`config.mk`:
```
export PLATFORM = sky130hd
export DESIGN_NAME = issue_scoreboard
export DESIGN_NICKNAME = d
export VERILOG_FILES = /design/src/rtl/issue_scoreboard.sv
export SDC_FILE = /design/constraint.sdc
export NUM_CORES = 1
export LEC_CHECK = 0
export CAP_MARGIN = 10
export CORE_MARGIN = 3
export CORE_UTILIZATION = 40
export DETAILED_ROUTE_END_ITERATION = 10
export DONT_BUFFER_PORTS = 1
export GPL_ROUTABILITY_DRIVEN = 0
export SYNTH_ARGS = -nofsm -noshare
export SYNTH_HDL_FRONTEND = slang
export SYNTH_SLANG_ARGS = --single-unit
```
`constraint.sdc`:
```
create_clock -name clk -period 4 [get_ports clk]
set_input_delay 0.6 -clock clk [delete_from_list [all_inputs] [get_ports clk]]
set_output_delay 0.6 -clock clk [all_outputs]
set_load 0.1 [all_outputs]
```
`src/rtl/issue_scoreboard.sv`:
```
// issue_scoreboard: RAW/WAW hazard check of the decode-queue head against a busy scoreboard,
// launching hazard-free micro-ops into a registered issue slot.
module issue_scoreboard #(
   parameter int REG_ADDR_W = 4,
   parameter int MICRO_W    = 6,
   parameter int IMM_W      = 16,
   parameter int BIT_MODE_W = 2,
   parameter int ADDR_W     = 32,
   parameter int INFL_MAX   = 8,
   parameter int INFL_W     = 4,
   parameter int REG_N      = 2**REG_ADDR_W,
   parameter logic [MICRO_W-1:0] MICRO_NOP = '0
) (
   input  logic                  clk,
   input  logic                  rstn,
   input  logic [MICRO_W-1:0]    deq_opcode_head,
   input  logic [REG_ADDR_W-1:0] deq_reg_addr_d_head,
   input  logic [REG_ADDR_W-1:0] deq_reg_addr_s_head,
   input  logic [REG_ADDR_W-1:0] deq_reg_addr_t_head,
   input  logic [IMM_W-1:0]      deq_immediate_head,
   input  logic [BIT_MODE_W-1:0] deq_bit_mode_head,
   input  logic [ADDR_W-1:0]     deq_pc_head,
   input  logic                  deq_writes_d_head,
   input  logic                  deq_reads_s_head,
   input  logic                  deq_reads_t_head,
   input  logic                  exe_ready,
   input  logic                  wb_en,
   input  logic [REG_ADDR_W-1:0] wb_reg_addr,
   input  logic                  flush,
   output logic                  stall,
   output logic                  iss_valid,
   output logic [MICRO_W-1:0]    iss_opcode,
   output logic [REG_ADDR_W-1:0] iss_reg_addr_d,
   output logic [REG_ADDR_W-1:0] iss_reg_addr_s,
   output logic [REG_ADDR_W-1:0] iss_reg_addr_t,
   output logic [IMM_W-1:0]      iss_immediate,
   output logic [BIT_MODE_W-1:0] iss_bit_mode,
   output logic [ADDR_W-1:0]     iss_pc,
   output logic                  iss_writes_d
);
   logic [REG_N-1:0]  busy_q, busy_d, busy_eff, wb_mask, set_mask;
   logic [INFL_W-1:0] infl_q, infl_d;
   logic head_vld, hazard, slot_free, full, issue;
   // a register written back this cycle is already free for the head (bypass)
   assign wb_mask   = {{(REG_N-1){1'b0}}, wb_en} << wb_reg_addr;
   assign busy_eff  = busy_q & ~wb_mask;
   assign head_vld  = deq_opcode_head != MICRO_NOP;
   assign hazard    = (deq_reads_s_head & busy_eff[deq_reg_addr_s_head]) |
                      (deq_reads_t_head & busy_eff[deq_reg_addr_t_head]) |
                      (deq_writes_d_head & busy_eff[deq_reg_addr_d_head]);
   assign slot_free = ~iss_valid | exe_ready;
   assign full      = deq_writes_d_head & (infl_q == INFL_W'(INFL_MAX)) & ~wb_en;
   assign stall     = head_vld & (hazard | ~slot_free | full);
   assign issue     = head_vld & ~stall & ~flush;
   // set after clear so a new producer of the written-back register stays outstanding
   assign set_mask  = {{(REG_N-1){1'b0}}, issue & deq_writes_d_head} << deq_reg_addr_d_head;
   assign busy_d    = busy_eff | set_mask;
   assign infl_d    = infl_q + INFL_W'(issue & deq_writes_d_head) - INFL_W'(wb_en & (infl_q != '0));
   always_ff @(posedge clk or negedge rstn) begin
      if (!rstn) begin
         iss_valid      <= 1'b0;
         iss_opcode     <= MICRO_NOP;
         iss_reg_addr_d <= '0;
         iss_reg_addr_s <= '0;
         iss_reg_addr_t <= '0;
         iss_immediate  <= '0;
         iss_bit_mode   <= '0;
         iss_pc         <= '0;
         iss_writes_d   <= 1'b0;
         busy_q         <= '0;
         infl_q         <= '0;
      end else if (flush) begin
         iss_valid  <= 1'b0;
         iss_opcode <= MICRO_NOP;
         busy_q     <= '0;
         infl_q     <= '0;
      end else begin
         busy_q <= busy_d;
         infl_q <= infl_d;
         if (issue) begin
            iss_valid      <= 1'b1;
            iss_opcode     <= deq_opcode_head;
            iss_reg_addr_d <= deq_reg_addr_d_head;
            iss_reg_addr_s <= deq_reg_addr_s_head;
            iss_reg_addr_t <= deq_reg_addr_t_head;
            iss_immediate  <= deq_immediate_head;
            iss_bit_mode   <= deq_bit_mode_head;
            iss_pc         <= deq_pc_head;
            iss_writes_d   <= deq_writes_d_head;
         end else if (exe_ready) begin
            iss_valid <= 1'b0;
         end
      end
   end
endmodule
```
==> results of run 1 <==
==> layout by cell type, fill, tap and decap left out, types with 3 or more instances in the layout <==
| cell | n |
|---|---|
| ha_1 | 6 |
| a21oi_1 | 3 |
| mux2_2 | 5 |
| clkbuf_16 | 9 |
| nor2b_1 | 5 |
| clkinv_4 | 3 |
| nand2_1 | 10 |
| inv_1 | 12 |
| mux4_2 | 5 |
| nor2_1 | 11 |
| o2111ai_1 | 7 |
| o32ai_1 | 16 |
| o21ai_0 | 18 |
| a21boi_0 | 3 |
| o211ai_1 | 7 |
| mux2_4 | 59 |
| nand3_1 | 4 |
| nand2b_1 | 16 |
| mux2i_1 | 8 |
| dfrtp_1 | 90 |
==> per-stage QoR <==
stage               area [µm²]  utilization (%)  hold slack [ns]  cells  setup WS [ns]
finish                    4970             44.9            0.175    480          0.491
CTS                       4970             44.9            0.182    480          0.499
detailed placement        4650             42.0            0.306    463          0.279
global placement          4650             42.0            0.307    463          0.331
global route              4970             44.9            0.192    480          0.382
floorplan                 4660                -            0.304    342          0.202
==> sequential cells by signal, summed over array words and instances, names as in the netlist <==
register        flops
iss_pc             32
busy_q             16
iss_immediate      16
iss_opcode          6
infl_q              4
iss_reg_addr_d      4
iss_reg_addr_s      4
iss_reg_addr_t      4
iss_bit_mode        2
iss_valid           1
iss_writes_d        1
==> synthesized netlist by cell type, types with 6 or more instances <==
cell,number,area share (%)
mux2i_1,8,1.7
buf_12,6,2.6
dfrtp_1,90,48
o21ai_0,18,1.9
o2111ai_1,7,1.3
o211ai_1,7,1.1
mux2_4,59,19
ha_1,6,1.6
o32ai_1,16,3.0
inv_1,12,0.97
nand2_1,10,0.81
nor2_1,11,0.89
nand2b_1,16,2.2
==> layer usage <==
layer / GRT usage, % / up-vias / routed length, µm
met5: 0 / - / 0
met4: 6.73 / 0 / 195
met3: 5.15 / 16 / 1160
met2: 26.5 / 168 / 5110
met1: 22.9 / 1366 / 4550
li1: - / 1254 / -
==> timing repair <==
item / 4_1_cts / 5_1_grt
hold buffers: 1 / 0
hold endpoints to repair: 90 / 0
setup endpoints to repair: 0 / 0
==> final cells by class <==
class                   instances  area [µm²]  area share (%)
clock buffers                  11         253            5.08
flip-flops and latches         90        2250            45.3
inverters                      12        45.0           0.906
clock inverters                 5        38.8           0.780
repair buffers                  4        62.6            1.26
well taps                     140         175            3.52
multi-input cells             218        2150            43.2
==> kinds of logic (layout without fill, tap and decap cells) <==
group	count (synthesis)	count (layout)	share of synthesized area, %
flops	90	90	48.4
compound gates	70	70	11.1
fa+ha+maj	7	7	2.04
mux	78	78	25.0
buf+inv	34	32	5.62
simple gates	61	61	7.48
xor+xnor	2	2	0.377
==> power breakdown <==
part	internal, W	switching [W]
Sequential	0.00109	0.00159
Clock	0.000457	0.000352
Combinational	0.000378	0.000256
Total	0.00192	0.00220
==> worst max-delay path: cells and delay by family <==
kind            cells  cell delay (ns)
buf+inv             1             0.31
simple gates        1             0.31
compound gates      4             0.88
mux                 2             0.79
==> worst min path at each step <==
stage / from / endpoint / slack (ns) / cells past startpoint
finish: rstn / iss_immediate[0] / 0.18 / 1
global route: rstn / iss_pc[28] / 0.19 / 1
CTS: rstn / iss_immediate[0] / 0.18 / 1
detailed placement: rstn / iss_pc[28] / 0.31 / 0
global placement: rstn / iss_immediate[0] / 0.31 / 0
floorplan: rstn / busy_q[0] / 0.30 / 0
==> summary.md, run 1 <==
| Metric | Value |
|---|---|
| DR iter-0 viols | `between 200 and 250` |
| CORE AREA | `11100 µm²` |
| Cts repair resizes | `0` |
| Worst Path Max Fanout | `8` |
| CP max stage cell | `mux4_2` |
| Starting Density | `roughly two fifths` |
| Worst-margin pin slew | `about 0.97 ns` |
| Static Leak | `approximately 2.1 nW` |
| Wire length per cell | `~23 µm` |
| Die width | `between 100 and 150 µm` |
| Vias in the first global route | `between 2000 and 3000` |
| Via/cell ratio | `approximately 5.8` |
| Max-Cap Viols | `0` |
| Die area | `approximately 13000 µm²` |
| Total track usage | `between 10% and 20%` |
| CTS sink cnt | `90` |
| RR Startpoint | `busy_q[6]` |
| Core Rows | `38` |
| CP max stage delay | `0.51 ns` |
| Total number of vias | `2804` |
| Number of synthesized flops with an enable pin | `0` |
| Total gr overflow | `0` |
| Initial antenna violation count | `0` |
| Worst reg-to-reg setup slack | `approximately 1 ns` |
| CTS root buf | `clkbuf_16` |
| FF-to-FF End | `infl_q[1]` |
| PortBufs | `0` |
| Skew final | `0.00742 ns` |
| I/O Pins | `~150` |
| Setup crit end kind | `primary output` |
| Chip Height | `approximately 110 µm` |
| Max Clock Freq | `roughly 0.28 GHz` |
| Critical-path cell list | `nand2b_1, o21ai_0, mux4_2, mux2_2, o211a_1, a21boi_0, a21oi_2, buf_4` |
| Total CTS buffers | `9` |
| Max Slew Vio Count | `0` |
| Drt drc | `0` |
| HPWL after DPL | `about 7800 µm` |
| Status | `finished, final reports clean` |
| P&R area growth vs syn | `6.89%` |
| Worst-skew pair later-pin latency | `0.34 ns` |
| Post-synthesis register bit count | `90` |
| First-pass GRT wire length | `approximately 17000 µm` |
| Hold Path Class | `input pin to asynchronous set/reset pin` |
| WP data required | `3.40 ns` |
| Pwr dens | `between 800 and 900 nW/µm²` |
| Antenna viol nets, final | `0` |
| Total Power | `a little over 0.004 W` |
| Total Routed Length | `11000 µm` |
| Final Critical Period | `3.51 ns` |
| Syn avg cell area | `between 10 and 15 µm²` |
| Mapped Nets | `~430` |
| Synth cell types | `53` |
| Setup Fix Bufs, Post-CTS | `0` |
| # diodes | `0` |
| Crit start category | `input pin` |
| Ys async rst share | `100%` |
| Sequential element share of the synthesized area | `about half` |
| Final worst path period share | `around 90%` |
| Main synth FF type | `dfrtp_1` |
| Fillers | `a little under 1000` |
| Mapped cell area | `~4700 µm²` |
| CP Launch Point | `wb_reg_addr[2]` |
| H-tree levels | `3` |
| Pin count of the biggest net entering global routing | `91` |
| Maximum clock insertion buffer count | `2` |
| Setup TNS | `0 ns` |
| Syn Inst Count | `between 300 and 400` |
| Final net count | `~420` |
| Worst Path Arrival | `2.91 ns` |
| Share of cells above drive strength 1 | `29.4%` |
| VDD IR max | `0.519 mV` |
| Unrepaired setup endpoints after global routing | `false` |
| FF-to-FF path depth | `11` |
| Ys Warns | `0` |
| Detailed Routing Iterations Pass 1 | `4` |
| Clock transition at path regs | `~0.060 ns` |
| Setup Crit Path Kind | `input pin to primary output` |
| Hold Violations, Final | `0` |
| Relative slew slack | `a little over a third` |
| Final setup viols | `0` |
| CTS tree | `yes` |
| Critical path endpoint | `stall` |
Note: power is estimated with default switching activity, not from simulation.
==> run 2: changes to the inputs <==
--- a/config.mk
+++ b/config.mk
@@ -12,3 +12,3 @@
 export DONT_BUFFER_PORTS = 1
-export GPL_ROUTABILITY_DRIVEN = 0
+export GPL_ROUTABILITY_DRIVEN = 1
 export SYNTH_ARGS = -nofsm -noshare
==> constraint.sdc (replaced) <==
create_clock -name clk -period 4 [get_ports clk]
set_input_delay 1 -clock clk [delete_from_list [all_inputs] [get_ports clk]]
set_output_delay 1 -clock clk [all_outputs]
set_load 0.1 [all_outputs]
==> summary.md, run 2 (same netlist as run 1, synthesis figures left out) <==
| Metric | Value |
|---|---|
| Detailed Routing Iterations Pass 1 | `4` |
| Pwr dens | `821 nW/µm²` |
| Share of cells above drive strength 1 | `35.1%` |
| CORE AREA | `11100 µm²` |
| Hold Violations, Final | `0` |
| GP Congestion | `approximately 0.94` |
| Static Leak | `roughly 2.2 nW` |
| PortBufs | `0` |
| VDD IR max | `0.496 mV` |
| Die width | `between 100 and 150 µm` |
| Final net count | `around 440` |
| Final setup viols | `0` |
| CP max stage delay | `about 0.50 ns` |
| Final Util | `roughly 47%` |
| Cts-stage hold buffer count | `0` |
| Critical-path cell list | `nand2b_2, o21ai_1, mux4_2, mux2_2, o211a_1, a21boi_0, a21oi_4, buf_12` |
| First-pass GRT wire length | `16700 µm` |
| HPWL after DPL | `slightly below 8000 µm` |
| Setup crit end kind | `primary output` |
| Max reg flops | `32` |
| P&R area growth vs syn | `11.1%` |
| Largest register by flop count | `iss_pc` |
| Vias in the first global route | `2968` |
| CP Launch Point | `wb_reg_addr[2]` |
| H-tree levels | `3` |
| Status | `finished, final reports clean` |
| Unrepaired setup endpoints after global routing | `false` |
| Crit start category | `input pin` |
| Worst-skew pair later-pin latency | `approximately 0.33 ns` |
| Fillers | `983` |
| Most common cell after layout, fill and taps aside | `dfrtp_1` |
| Final worst path period share | `a little over nine tenths` |
| CTS root buf | `clkbuf_16` |
| Worst-margin pin slew | `0.939 ns` |
| Max-Cap Viols | `0` |
| Initial antenna violation count | `0` |
| CTS tree | `yes` |
| Die area | `13000 µm²` |
| Total track usage | `16.5%` |
| Hold Path Class | `input pin to asynchronous set/reset pin` |
| Antenna viol nets, final | `0` |
| Clock transition at path regs | `roughly 0.060 ns` |
| Total Power | `0.00424 W` |
| Setup TNS | `0 ns` |
| Post-route cell area | `between 5000 and 6000 µm²` |
| Largest registers | `iss_pc (32), busy_q (16), iss_immediate (16)` |
| Core Rows | `38` |
| Final Critical Period | `3.91 ns` |
| Maximum clock insertion buffer count | `2` |
| Chip Height | `about 110 µm` |
| Drt drc | `0` |
| CTS sink cnt | `90` |
| Placed cell areas | `4810 µm²` |
| Via/cell ratio | `~6` |
| CP max stage cell | `mux4_2` |
| Skew final | `about 0.0054 ns` |
| Worst Path Arrival | `a little under 3 ns` |
| Total Routed Length | `roughly 11000 µm` |
| Commonest cells after routing, fill and taps aside | `dfrtp_1 (90), mux2_4 (59), o32ai_1 (16), buf_4 (15), nand2b_1 (14)` |
| # diodes | `0` |
| Relative slew slack | `between 30% and 40%` |
| WP data required | `approximately 3.0 ns` |
| Setup Crit Path Kind | `input pin to primary output` |
| Worst Path Max Fanout | `8` |
| I/O Pins | `151` |
| RR Startpoint | `busy_q[5]` |
| Total gr overflow | `0` |
| Total CTS buffers | `9` |
| Pin count of the biggest net entering global routing | `91` |
| Max Slew Vio Count | `0` |
| Starting Density | `between 40% and 50%` |
| Max Clock Freq | `around 0.26 GHz` |
| Wire length per cell | `21.6 µm` |
| DR iter-0 viols | `257` |
| Total number of vias | `slightly below 3000` |
run 2: final timing paths:
path | depth (start not counted) | to | slack, ns
setup / recovery | 8 | stall | 0.09
hold / removal | 0 | iss_pc[5] | 0.36
setup reg to reg | 11 | infl_q[1] | 1.05
hold reg to reg | 2 | busy_q[12] | 0.62
max in group asynchronous | 0 | iss_opcode[0] | 3.50
min in group clk | 2 | busy_q[12] | 0.62
run 2: timing repair:
action / in CTS / in global routing
setup buffers: 0 / 2
cloned: 0 / 0
setup endpoints to repair: 1 / 1
gates resized for setup: 1 / 11
run 2: metrics by stage:
stage | setup slack, ns | hold WS, ns | std cells
after floorplan | -0.0698 | 0.534 | 342
after global placement | 0.00184 | 0.624 | 475
after global routing | 0.0111 | 0.343 | 493
after CTS | 0.0175 | 0.345 | 491
after detailed placement | -0.0608 | 0.644 | 475
final | 0.0898 | 0.364 | 493
run 2: report_power, final:
group / leakage (nW) / internal (W) / switching, W
combinational: 0.943 / 0.000400 / 0.000247
clock: 0.157 / 0.000569 / 0.000348
sequential: 1.10 / 0.00109 / 0.00159
total: 2.20 / 0.00206 / 0.00218
run 2: final cells by class:
class                      count  area (µm²)  area share, %
tap                          140         175           3.39
clock buffer                  11         243           4.70
clock inverter                 5        85.1           1.65
timing repair buffer          17         153           2.95
multi-input combinational    218        2210           42.8
inverter                      12        45.0          0.872
sequential                    90        2250           43.6
run 2: worst max-delay path: cells and delay by family:
kind	cells	cell delay [ns]
simple gates	1	0.21
buf+inv	1	0.19
mux	2	0.78
compound gates	4	0.73
run 2: layer usage:
metal	wire length, µm	up-vias	GRT usage [%]
met5	0	-	0
met3	1320	16	5.31
met1	4460	1413	22.9
met4	157	0	6.33
li1	-	1278	-
met2	4730	191	24.1
==> run 3: changes to the inputs <==
SETUP_SLACK_MARGIN = 0.15   (was not set)
==> summary.md, run 3 (same netlist as run 1, synthesis figures left out) <==
| Metric | Value |
|---|---|
| Final Util | `a little under half` |
| Max Slew Vio Count | `0` |
| Max Clock Freq | `~0.26 GHz` |
| Most common cell after layout, fill and taps aside | `dfrtp_1` |
| Min Hold Slack | `~0.35 ns` |
| First-pass GRT wire length | `roughly 17000 µm` |
| Post-route cell area | `5260 µm²` |
| Total Power | `0.00420 W` |
| Hold Path Class | `input pin to asynchronous set/reset pin` |
| Static Leak | `2.25 nW` |
| Total CTS buffers | `9` |
| Setup crit end kind | `primary output` |
| Share of cells above drive strength 1 | `about two fifths` |
| I/O Pins | `between 150 and 200` |
| DR iter-0 viols | `roughly 320` |
| GP Congestion | `between 0.9 and 1` |
| HPWL after DPL | `about 8000 µm` |
| Hold Violations, Final | `0` |
| Multi-input gate area | `around 2300 µm²` |
| Drt drc | `0` |
| Via/cell ratio | `5.95` |
| Final Critical Period | `~3.8 ns` |
| WP data required | `about 3.0 ns` |
| Final net count | `approximately 450` |
| Status | `finished, final reports clean` |
| Unrepaired setup endpoints after global routing | `true` |
| Die width | `114 µm` |
| Wire length per cell | `between 20 and 25 µm` |
| Total number of vias | `2992` |
| PortBufs | `0` |
| Relative slew slack | `36.2%` |
| Chip Height | `between 100 and 150 µm` |
| VDD IR max | `roughly 0.54 mV` |
| Commonest cells after routing, fill and taps aside | `dfrtp_1 (90), mux2_4 (59), buf_4 (25), o32ai_1 (16), nand2b_1 (14)` |
| CTS tree | `yes` |
| H-tree levels | `3` |
| Worst-skew pair later-pin latency | `approximately 0.35 ns` |
| Critical-path cell list | `or3b_4, o21ai_2, mux4_2, a221oi_4, a21bo_4, a21oi_4, buf_12` |
| CTS root buf | `clkbuf_16` |
| FF-to-FF path depth | `12` |
| Max-Cap Viols | `0` |
| Total Routed Length | `11300 µm` |
| Maximum clock insertion buffer count | `2` |
| Clock transition at path regs | `0.07 ns` |
| Crit start category | `input pin` |
| Die area | `between 10000 and 15000 µm²` |
| Critical path depth | `7` |
| Reg area | `2250 µm²` |
| Final worst path period share | `a little over nine tenths` |
| Antenna viol nets, final | `0` |
| Total track usage | `roughly 17%` |
| Worst Path Max Fanout | `7` |
| Starting Density | `between 40% and 50%` |
| Largest registers | `iss_pc (32), busy_q (16), iss_immediate (16)` |
| P&R area growth vs syn | `13.1%` |
| Detailed Routing Iterations Pass 1 | `4` |
| Skew final | `0.0112 ns` |
| Vias in the first global route | `3121` |
| Placed cell areas | `4870 µm²` |
| Pwr dens | `about 800 nW/µm²` |
| Worst Path Arrival | `between 2 and 3 ns` |
| CORE AREA | `about 11000 µm²` |
| Max reg flops | `32` |
| Worst-margin pin slew | `roughly 0.96 ns` |
| # diodes | `0` |
| Largest register by flop count | `iss_pc` |
| Fillers | `between 900 and 1000` |
| Total gr overflow | `0` |
| WP buf/inv | `1` |
| Setup Crit Path Kind | `input pin to primary output` |
| Final setup viols | `0` |
| CP max stage cell | `mux4_2` |
| CTS sink cnt | `90` |
| Cts-stage hold buffer count | `0` |
| Pin count of the biggest net entering global routing | `91` |
| Initial antenna violation count | `0` |
| Critical path's top delay family | `compound AO/OA/AOI/OAI gates` |
| Core Rows | `38` |
| CP max stage delay | `0.52 ns` |
run 3: report_power, final:
| part | leakage (nW) | switching (W) | internal (W) |
|---|---|---|---|
| registers | 1.10 | 0.00159 | 0.00109 |
| clock network | 0.142 | 0.000366 | 0.000488 |
| logic | 1.01 | 0.000254 | 0.000410 |
| total | 2.25 | 0.00221 | 0.00198 |
run 3: cell type report:
cell class | instances | share of cell area (%)
Sequential cell | 90 | 42.8
Timing Repair Buffer | 27 | 4.33
Inverter | 12 | 0.856
Tap cell | 140 | 3.33
Multi-Input combinational cell | 218 | 43.0
Clock buffer | 9 | 4.28
Clock inverter | 7 | 1.45
run 3: worst paths after layout:
| check | from | end | slack [ns] |
|---|---|---|---|
| setup / recovery | wb_en | stall | 0.16 |
| hold / removal | rstn | busy_q[4] | 0.35 |
| setup reg to reg | busy_q[3] | infl_q[1] | 0.93 |
| hold reg to reg | busy_q[9] | busy_q[9] | 0.62 |
| max in group asynchronous | rstn | busy_q[10] | 3.54 |
| min in group clk | busy_q[9] | busy_q[9] | 0.62 |
run 3: worst reg2reg max path, stage by stage (launching register included):
cell and delay, ns:
dfrtp_1 0.39, o21ai_1 0.11, mux4_2 0.54, a221oi_4 0.31, a21bo_4 0.28, buf_4 0.14
and4b_4 0.20, nand2_4 0.06, ha_4 0.19, inv_2 0.06, ha_4 0.13, fa_2 0.42
nor2b_1 0.13
run 3: metrics by stage:
step                      setup TNS, ns  std cells  setup slack (ns)
after floorplan                  -0.163        342           -0.0698
after global placement           -0.280        483            -0.103
after detailed placement          -3.82        483            -0.128
after CTS                             0        500             0.120
after global routing                  0        503            0.0940
final                                 0        503             0.155
run 3: layer usage:
metal	vias to the layer above	GRT usage (%)	wire, µm
li1	1296	-	-
met1	1497	22.8	4450
met2	182	26.6	5250
met3	17	5.57	1360
met4	0	6.73	211
met5	-	0	0
run 3: timing repair:
action	in CTS	in global routing
pin swaps	2	4
gates resized for setup	15	9
gates cloned	0	0
buffers inserted	1	3
endpoints found under the setup margin	1	1
